==> src/rtl/st_if_pkg.sv <==
// Shared types and constants for the self-timed Send/Ack receive boundary.
package st_if_pkg;

  // Receiver handshake states.
  typedef enum logic [1:0] {
    ARM     = 2'd0,
    IDLE    = 2'd1,
    RELEASE = 2'd2,
    FULL    = 2'd3
  } st_state_t;

  localparam int SYNC_STAGES_DEF = 2;

  // Width of an occupancy counter that must represent 0..depth inclusive.
  function automatic int cnt_w(input int depth);
    return $clog2(depth) + 1;
  endfunction

endpackage

==> src/rtl/sync_ff.sv <==
// Single-bit multi-flop synchronizer with asynchronous active-low reset.
module sync_ff #(
  parameter int STAGES = 2
) (
  input  logic clk,
  input  logic rst_n,
  input  logic d,
  output logic q
);

  logic [STAGES-1:0] sync_q;

  // Shift the asynchronous input through STAGES flops; the last one is safe to use.
  always_ff @(posedge clk or negedge rst_n) begin
    if (!rst_n) begin
      sync_q <= '0;
    end else begin
      sync_q <= {sync_q[STAGES-2:0], d};
    end
  end

  assign q = sync_q[STAGES-1];

endmodule

==> src/rtl/st_sync_rx.sv <==
// Clocked receiver for a 4-phase bundled-data Send/Ack channel. Send_in is
// synchronized, Data_in is captured directly (its bundling margin is covered
// by the synchronizer latency), and tokens are buffered in a small FIFO.
//
// Read side handshake: rd_valid high means rd_data holds the oldest token;
// a word is consumed on every rising CLK edge where rd_valid && rd_ready.
// rd_data and rd_valid never change while rd_valid=1 and rd_ready=0.
module st_sync_rx
  import st_if_pkg::*;
#(
  parameter int DATA_W      = 32,
  parameter int DEPTH       = 4,
  parameter int SYNC_STAGES = SYNC_STAGES_DEF
) (
  input  logic                      CLK,
  input  logic                      MR_n,
  input  logic                      Send_in,
  input  logic [DATA_W-1:0]         Data_in,
  output logic                      Ack_out,
  output logic                      rd_valid,
  input  logic                      rd_ready,
  output logic [DATA_W-1:0]         rd_data,
  output logic [cnt_w(DEPTH)-1:0]   count,
  output st_state_t                 dbg_state
);

  localparam int PTR_W = $clog2(DEPTH);
  localparam int CNT_W = cnt_w(DEPTH);
  localparam logic [CNT_W-1:0] DEPTH_C = CNT_W'(DEPTH);

  logic              send_s;
  st_state_t         state_q;
  st_state_t         state_d;
  logic              armed_q;
  logic              ack_q;
  logic              ack_d;
  logic              push;
  logic              pop;
  logic              space;
  logic [PTR_W-1:0]  wr_ptr_q;
  logic [PTR_W-1:0]  rd_ptr_q;
  logic [CNT_W-1:0]  count_q;
  logic [CNT_W-1:0]  count_next;
  logic [DATA_W-1:0] mem [DEPTH];

  sync_ff #(
    .STAGES (SYNC_STAGES)
  ) u_send_sync (
    .clk   (CLK),
    .rst_n (MR_n),
    .d     (Send_in),
    .q     (send_s)
  );

  // A token is taken the moment the synchronized request is seen in IDLE;
  // IDLE is only ever entered with space, so push never hits a full FIFO.
  assign push     = (state_q == IDLE) && send_s;
  assign rd_valid = (count_q != '0);
  assign pop      = rd_valid && rd_ready;

  // Occupancy after this edge; push and pop together cancel out.
  always_comb begin
    count_next = count_q;
    if (push && !pop) begin
      count_next = count_q + 1'b1;
    end else if (!push && pop) begin
      count_next = count_q - 1'b1;
    end
  end

  assign space = (count_next < DEPTH_C);

  // armed_q marks the first edge after reset release so ARM lasts one full cycle.
  always_ff @(posedge CLK or negedge MR_n) begin
    if (!MR_n) begin
      armed_q <= 1'b0;
    end else begin
      armed_q <= 1'b1;
    end
  end

  // Handshake state register and registered Ack_out.
  always_ff @(posedge CLK or negedge MR_n) begin
    if (!MR_n) begin
      state_q <= ARM;
      ack_q   <= 1'b0;
    end else begin
      state_q <= state_d;
      ack_q   <= ack_d;
    end
  end

  // Next-state logic; Ack_out is high exactly while the receiver sits in IDLE.
  always_comb begin
    state_d = state_q;
    ack_d   = 1'b0;
    case (state_q)
      ARM: begin
        if (armed_q) begin
          state_d = IDLE;
        end
      end
      IDLE: begin
        if (send_s) begin
          state_d = RELEASE;
        end
      end
      RELEASE: begin
        if (!send_s) begin
          state_d = space ? IDLE : FULL;
        end
      end
      FULL: begin
        if (space) begin
          state_d = IDLE;
        end
      end
      default: state_d = ARM;
    endcase
    ack_d = (state_d == IDLE);
  end

  // FIFO pointers and occupancy; pointers wrap naturally at DEPTH.
  always_ff @(posedge CLK or negedge MR_n) begin
    if (!MR_n) begin
      wr_ptr_q <= '0;
      rd_ptr_q <= '0;
      count_q  <= '0;
    end else begin
      if (push) begin
        wr_ptr_q <= wr_ptr_q + 1'b1;
      end
      if (pop) begin
        rd_ptr_q <= rd_ptr_q + 1'b1;
      end
      count_q <= count_next;
    end
  end

  // Token storage; contents are don't-care until written, so no reset.
  always_ff @(posedge CLK) begin
    if (push) begin
      mem[wr_ptr_q] <= Data_in;
    end
  end

  assign rd_data   = rd_valid ? mem[rd_ptr_q] : '0;
  assign count     = count_q;
  assign Ack_out   = ack_q;
  assign dbg_state = state_q;

endmodule

==> config.mk <==
export PLATFORM = sky130hd
export DESIGN_NAME = st_sync_rx
export DESIGN_NICKNAME = d
export VERILOG_FILES = /design/src/rtl/st_if_pkg.sv /design/src/rtl/sync_ff.sv /design/src/rtl/st_sync_rx.sv
export SDC_FILE = /design/constraint.sdc
export NUM_CORES = 1
export LEC_CHECK = 0
export BUFFER_PORTS_ARGS = -buffer_cell sky130_fd_sc_hd__buf_4
export CORE_ASPECT_RATIO = 0.8
export CORE_MARGIN = 3
export CORE_UTILIZATION = 55
export DETAILED_ROUTE_END_ITERATION = 10
export PLACE_DENSITY = 0.84
export SYNTH_ARGS = -nofsm -noshare
export SYNTH_HDL_FRONTEND = slang
export SYNTH_SLANG_ARGS = --single-unit
==> constraint.sdc <==
create_clock -name CLK -period 4.8 [get_ports CLK]
set_clock_uncertainty 0.2 [all_clocks]
set_input_delay 0.72 -clock CLK [delete_from_list [all_inputs] [get_ports CLK]]
set_output_delay 0.72 -clock CLK [all_outputs]
set_load 0.01 [all_outputs]
==> qor.txt, run 1 <==
Count leader, synth: sky130_fd_sc_hd__edfxtp_1
Max FO, Critical Path: 34
Arrival time of data at the critical path endpoint: 2490 ps
Overall via count from detail_route: 2,669
Area post-placement: 6185 µm²
Reg2reg path depth: 9
Total number of placement rows: 32
Number of antenna violations at the first check in global routing: 0
Crit path capture type: output pin
Instance count on the critical path: 3
Synth Register Bits: 141
Hold buffer count at CTS: 1
Total die area: 11,330 µm²
Synthesis-to-finish area growth: 22.16%
Wire per inst: 19.37 µm
Async set or reset register ratio after synthesis: 9.220%
Switching pwr: 1.160 mW
Core region area: 9729 µm²
Share of the yosys chip area belonging to registers: 75.18%
Final antenna-violating net count: 0
Count of clock tree sinks: 141
Port Buf Inserts: 74
CTS HTree Levels: 4
Sum of net half-perimeters after detailed placement: 5600 µm
Sequence of cells on the critical path: mux4_1, and2_1, buf_4
Net count of the mapped netlist: 309
Critical path's largest stage delay: 1100 ps
Top cell type's share of synthesized area: 69.31%
Top delay family on crit path: flip-flops
Reported leakage power: 2.442 nW
Ant diodes: 0
Instance count along the most critical hold path: 0
Critical path required time: 3880 ps
Worst Path Class, Setup: reg2out
Pwr Density: 615.5 nW/µm²
Register share of total power: 40.7%
Count of final setup violators: 0
Maximum number of pins on one net before global-route repair: 35
Clock group share of total power: 30.5%
TNS Setup: 0 ps
Resize count post-CTS: 0
Number of DRC violations after detailed-routing iteration 0: 147
Final weighted congestion of routability-driven global placement: 0.7549
Launching element type of the critical path: flip-flop
Grt total ovfl: 0
Post-CTS setup buffer count: 0
Pwr Total: 4.169 mW
Global routing usage summed across all routing layers: 17.74%
Power share of the combinational group: 28.8%
Leading post-synthesis cells by instance count: sky130_fd_sc_hd__edfxtp_1 (128), sky130_fd_sc_hd__and2_1 (36), sky130_fd_sc_hd__mux4_2 (28), sky130_fd_sc_hd__dfrtp_1 (13), sky130_fd_sc_hd__ha_1 (9)
Highest clock rate: 292.9 MHz
Number of CTS-inserted buffers: 17
Outcome: finished, final reports clean
Clock insertion delay at the later pin of the skew report: 400 ps
Fraction of layout cells with a size suffix above 1: 38.61%
Average vias per placed instance: 5.381
Biggest area contributors in the synthesized netlist: sky130_fd_sc_hd__edfxtp_1 (69%), sky130_fd_sc_hd__mux4_2 (11%), sky130_fd_sc_hd__dfrtp_1 (5.9%)
Number of remaining DRC errors: 0
Number of primary I/O pins: 75
Maximum number of buffers from clock root to sink: 2
Total of warnings raised by yosys: 0
Cells after synthesis: 264
Final-report max-slew violation count: 0
Internal: 3.009 mW
Reg clk slew, reported paths: 60 ps
Final net count: 393
Root Buffer: sky130_fd_sc_hd__clkbuf_16
Final design area excluding fillers: 6774 µm²
Net switching share of the total power: 27.83%
Worst rel slew slack: 25.54%
Die outline width: 118.3 µm
Starting utilization of the core area: 57.00%
Netlist area before placement: 5545 µm²
Shortest clock period the worst path allows after layout: 3414 ps
Die outline height: 95.81 µm
Peak supply drop: 0.0005977 V
Post-synthesis average cell area: 21.00 µm²
Hold/Removal Path Class: reg2reg
Final hold violation count: 0
RSZ-0062 raised after global routing: false
Drt total wl: 9608 µm
# Max-Cap Violations: 0
Most frequently used flop master after synthesis: sky130_fd_sc_hd__edfxtp_1
First-pass GRT wire length: 14,550 µm
First-pass DRT Iterations: 4
Slowest cell on the critical path: sky130_fd_sc_hd__dfrtp_2
Number of global-route vias before repair: 2,591
Leading area contributor after synthesis: sky130_fd_sc_hd__edfxtp_1
Final cycle utilization of the critical path: 71.13%
CTS tree: built
Count of flip-flops with a built-in enable after synthesis: 128
Pin slew with the least headroom to its limit: 1117 ps
Yosys cell types: 29
Buffering stage count on the worst path with inverters included: 1
area by class of cell:
class	count	area (µm²)
Sequential cell	141	4172
Fill cell	612	2955
Multi-Input combinational cell	104	1250
Timing Repair Buffer	76	573.1
Clock buffer	18	429.2
Tap cell	136	170.2
Clock inverter	13	150.1
Inverter	8	30.03
final timing paths:
path / start / end / slack, ps
setup / recovery: rd_ptr_q[0]$_DFFE_PN0P_ / rd_data[0] / 1390
hold / removal: u_send_sync.sync_q[0]$_DFF_PN0_ / u_send_sync.sync_q[1]$_DFF_PN0_ / 160
setup reg to reg: count[0]$_DFFE_PN0P_ / Ack_out$_DFF_PN0_ / 1800
hold reg to reg: u_send_sync.sync_q[0]$_DFF_PN0_ / u_send_sync.sync_q[1]$_DFF_PN0_ / 160
max in group asynchronous: MR_n / rd_ptr_q[0]$_DFFE_PN0P_ / 3720
min in group asynchronous: MR_n / count[2]$_DFF_PN0_ / 500
cells by family (layout without fill, tap and decap cells):
kind of cell             Yosys count  in the layout  share of synthesized area [%]
flip-flops                       141            141                          75.18
AND/OR/NAND/NOR                   49             49                          5.348
multiplexers                      33             33                          13.47
buffers and inverters             19            115                          2.369
adder cells (fa/ha/maj)            9              9                          2.031
AO/OA/AOI/OAI                      9              9                          1.061
XOR/XNOR                           3              3                         0.4739
other                              1              1                        0.06762
power by group through the flow:
stage | sequential (mW) | combinational [mW] | clock, mW
2_1_floorplan | 1.58 | 0.881 | 0
3_3_place_gp | 1.71 | 1.19 | 0
3_5_place_dp | 1.73 | 1.21 | 0
4_1_cts | 1.71 | 1.22 | 1.29
5_1_grt | 1.73 | 1.30 | 1.35
6_report | 1.70 | 1.20 | 1.27
stage by stage:
stage	std cells	hold slack, ps	utilization, %	setup WS (ps)
6_report	496	156.5	69.62	1386
5_1_grt	496	162.8	69.62	1178
4_1_cts	496	161.8	69.62	1298
3_5_place_dp	464	139.6	63.57	1737
3_3_place_gp	464	143.7	63.57	1771
2_1_floorplan	264	131.2	-	2551
layout by cell type (no fill, tap or decap), types with 2 or more instances in the layout:
cell type / instances
sky130_fd_sc_hd__buf_4: 75
sky130_fd_sc_hd__edfxtp_1: 128
sky130_fd_sc_hd__clkinvlp_4: 2
sky130_fd_sc_hd__dfrtp_2: 2
sky130_fd_sc_hd__inv_1: 8
sky130_fd_sc_hd__mux4_2: 28
sky130_fd_sc_hd__and2_1: 32
sky130_fd_sc_hd__clkinv_2: 4
sky130_fd_sc_hd__a211oi_1: 2
sky130_fd_sc_hd__and2_2: 4
sky130_fd_sc_hd__a21oi_1: 2
sky130_fd_sc_hd__o21ai_0: 2
sky130_fd_sc_hd__bufinv_16: 3
sky130_fd_sc_hd__ha_1: 9
sky130_fd_sc_hd__xnor2_1: 3
sky130_fd_sc_hd__clkbuf_16: 17
sky130_fd_sc_hd__clkinv_4: 2
sky130_fd_sc_hd__mux4_1: 4
sky130_fd_sc_hd__clkinv_1: 2
sky130_fd_sc_hd__dfrtp_1: 11
sky130_fd_sc_hd__nand2_1: 5
worst reg2reg max path: stages, from the launching register on:
cell and delay (ps):
sky130_fd_sc_hd__dfrtp_1 430, sky130_fd_sc_hd__inv_1 90, sky130_fd_sc_hd__ha_1 200, sky130_fd_sc_hd__nand2b_1 440, sky130_fd_sc_hd__buf_4 350, sky130_fd_sc_hd__nand2_1 140
sky130_fd_sc_hd__ha_1 280, sky130_fd_sc_hd__and3_1 190, sky130_fd_sc_hd__a211oi_1 380, sky130_fd_sc_hd__a22oi_1 160
layer usage:
| layer | share of wire (%) | global-route usage, % |
|---|---|---|
| met5 | 0 | 0 |
| met4 | 0.57 | 4.098 |
| met3 | 6.8 | 8.461 |
| met2 | 47 | 26.72 |
| met1 | 46 | 23.86 |
registers in the layout, indices dropped and copies added (netlist names):
name	count
Ack_out	1
count	3
mem	128
wr_ptr_q	2
u_send_sync.sync_q	2
dbg_state	2
armed_q	1
rd_ptr_q	2
(Power assumes the default switching activity.)
==> inputs of run 2 (changes only) <==
==> constraint.sdc (replaced) <==
create_clock -name CLK -period 3.6 [get_ports CLK]
set_clock_uncertainty 0.2 [all_clocks]
set_input_delay 0.54 -clock CLK [delete_from_list [all_inputs] [get_ports CLK]]
set_output_delay 0.54 -clock CLK [all_outputs]
set_load 0.01 [all_outputs]
==> qor.txt, run 2 (synthesis results as in run 1) <==
First-pass GRT wire length: 15,300 µm (+5.2%)
Critical path's largest stage delay: 460 ps (-640 ps)
Total number of placement rows: 32 (unchanged)
Reported leakage power: 2.434 nW (-0.33%)
Wire per inst: 19.27 µm (-0.53%)
Hold/Removal Path Class: in2reg
Pwr Density: 814.1 nW/µm² (+32%)
Max FO, Critical Path: 18 (-47%)
Global routing usage summed across all routing layers: 18.51% (+0.78 points)
Flip-flop count of the largest register, all copies and words added: 128 (unchanged)
Register share of total power: 39.9% (-0.8 points)
Outcome: finished, final reports clean
Shortest clock period the worst path allows after layout: 2971 ps
Final Non-Filler Cells: 497 (+0.20%)
Switching pwr: 1.536 mW (+32%)
Clock insertion delay at the later pin of the skew report: 410 ps (about the same)
Fill cell count: 591 (-3.4%)
Reg clk slew, reported paths: 50 ps (about the same)
Clock group share of total power: 29.1% (-1.4 points)
Slowest cell on the critical path: sky130_fd_sc_hd__nand2b_1
Largest register by flop count: mem
Number of DRC violations after detailed-routing iteration 0: 185 (+26%)
Arrival time of data at the critical path endpoint: 2230 ps (-260 ps)
Worst Path Class, Setup: reg2out
Number of global-route vias before repair: 2,859 (+10%)
Crit path capture type: output pin
Maximum number of pins on one net before global-route repair: 34 (-2.9%)
Grt total ovfl: 0 (unchanged)
Final weighted congestion of routability-driven global placement: 0.7435 (-1.5%)
Starting utilization of the core area: 57.00% (unchanged)
TNS Setup: 0 ps (unchanged)
Count of final setup violators: 0 (unchanged)
Cell total after placement: 465 (+0.22%)
Most common library cell in the layout ignoring fill and taps: sky130_fd_sc_hd__edfxtp_1
Power share of the combinational group: 31.0% (+2.2 points)
Number of antenna violations at the first check in global routing: 0 (unchanged)
First-pass DRT Iterations: 4 (unchanged)
Post-CTS setup buffer count: 0 (unchanged)
Core region area: 9729 µm² (unchanged)
Final cycle utilization of the critical path: 82.52%
Sum of net half-perimeters after detailed placement: 5783 µm (+3.3%)
# Max-Cap Violations: 0 (unchanged)
Buffering stage count on the worst path with inverters included: 3 (+2)
Maximum number of buffers from clock root to sink: 2 (unchanged)
CTS tree: built
Number of CTS-inserted buffers: 17 (unchanged)
Final net count: 394 (+0.25%)
Peak supply drop: 0.0004899 V (-18%)
RSZ-0062 raised after global routing: false
Root Buffer: sky130_fd_sc_hd__clkbuf_16
Die outline width: 118.3 µm (unchanged)
Sequence of cells on the critical path: inv_1, ha_1, nand2b_1, buf_4, and2_1, buf_4
Top library cells by usage in the layout, fill and taps aside: sky130_fd_sc_hd__edfxtp_1 (128), sky130_fd_sc_hd__buf_4 (75), sky130_fd_sc_hd__and2_1 (32), sky130_fd_sc_hd__mux4_2 (28), sky130_fd_sc_hd__clkbuf_16 (17)
Launching element type of the critical path: flip-flop
Final hold violation count: 0 (unchanged)
Number of primary I/O pins: 75 (unchanged)
Port Buf Inserts: 74 (unchanged)
Fraction of layout cells with a size suffix above 1: 37.67% (-0.94 points)
Overall via count from detail_route: 2,728 (+2.2%)
Internal: 3.962 mW (+32%)
Critical path's most frequent cell: sky130_fd_sc_hd__buf_4
Total die area: 11,330 µm² (unchanged)
Critical path required time: 2860 ps (-1020 ps)
Drt total wl: 9576 µm (-0.33%)
Highest clock rate: 336.6 MHz
Synthesis-to-finish area growth: 21.80%
Top delay family on crit path: simple AND/OR/NAND/NOR gates
Number of remaining DRC errors: 0 (unchanged)
Final-report max-slew violation count: 0 (unchanged)
Worst rel slew slack: 40.84% (+15 points)
Ant diodes: 0 (unchanged)
CTS HTree Levels: 4 (unchanged)
Count of clock tree sinks: 141 (unchanged)
Final antenna-violating net count: 0 (unchanged)
Net switching share of the total power: 27.94% (+0.11 points)
Die outline height: 95.81 µm (unchanged)
Average vias per placed instance: 5.489 (+2.0%)
Pin slew with the least headroom to its limit: 887.4 ps (-229.5 ps)
-- run 2: changes by cell type in the layout (fill, tap and decap cells not counted), sizes merged --
cell,delta
buf,+1
bufinv,-1
clkinvlp,-1
clkbuf,+3
clkinv,-1
-- run 2: through the flow --
| step | total power, mW | hold slack [ps] | area [µm²] | setup WS (ps) | util [%] |
|---|---|---|---|---|---|
| floorplan | 3.279 | 44.41 | 5545 | 1435 | - |
| global placement | 3.910 | 141.6 | 6205 | 1017 | 63.77 |
| detailed placement | 3.953 | 140.4 | 6205 | 848.3 | 63.77 |
| CTS | 5.561 | 17.18 | 6754 | 575.3 | 69.42 |
| global route | 5.781 | 16.24 | 6754 | 492.8 | 69.42 |
| finish | 5.498 | 38.19 | 6754 | 629.3 | 69.42 |
-- run 2: area by class of cell --
type	instances	area [µm²]	share of cell area (%)
sequential	141	4172	61.76
inverter	8	30.03	0.4446
clock inverter	10	98.84	1.464
clock buffer	21	440.4	6.521
multi-input combinational	104	1250	18.51
tap	136	170.2	2.519
timing repair buffer	77	593.1	8.781
-- run 2: routing by layer --
layer	share of wire, %	up-vias	GRT usage [%]
met4	1.2	0	5.561
met2	51	95	30.91
met1	41	1411	22.48
met3	6.8	13	7.814
met5	0	-	0
li1	-	1209	-
-- run 2: final timing paths --
| path | slack, ps | end | cells past startpoint | start |
|---|---|---|---|---|
| max in group asynchronous | 2710 | rd_ptr_q[1]$_DFFE_PN0P_ | 2 | MR_n |
| worst min register to register | 150 | u_send_sync.sync_q[1]$_DFF_PN0_ | 0 | u_send_sync.sync_q[0]$_DFF_PN0_ |
| min in group asynchronous | 310 | Ack_out$_DFF_PN0_ | 2 | MR_n |
| worst max register to register | 850 | Ack_out$_DFF_PN0_ | 8 | count[0]$_DFFE_PN0P_ |
| worst min-delay path | 40 | u_send_sync.sync_q[0]$_DFF_PN0_ | 1 | Send_in |
| worst max-delay path | 630 | rd_data[24] | 6 | count[0]$_DFFE_PN0P_ |
-- run 2: what timing repair did --
item | 4_1_cts | 5_1_grt
endpoints found under the hold margin | 13 | 0
gates resized for setup | 0 | 0
hold buffers | 1 | 0
-- run 2: worst reg2reg max path, cell delays in order (launching register included) --
cell and delay [ps]:
sky130_fd_sc_hd__dfrtp_1 410, sky130_fd_sc_hd__inv_1 80, sky130_fd_sc_hd__ha_1 190, sky130_fd_sc_hd__nand2b_1 460, sky130_fd_sc_hd__nand2_1 240, sky130_fd_sc_hd__ha_1 310
sky130_fd_sc_hd__and3_1 190, sky130_fd_sc_hd__a211oi_1 370, sky130_fd_sc_hd__a22oi_1 160
-- run 2: power groups by stage --
stage          clock network (mW)  registers [mW]  logic (mW)
2_1_floorplan                   0            2.10        1.18
3_3_place_gp                    0            2.22        1.69
3_5_place_dp                    0            2.23        1.72
4_1_cts                      1.62            2.20        1.74
5_1_grt                      1.70            2.23        1.85
6_report                     1.60            2.19        1.71
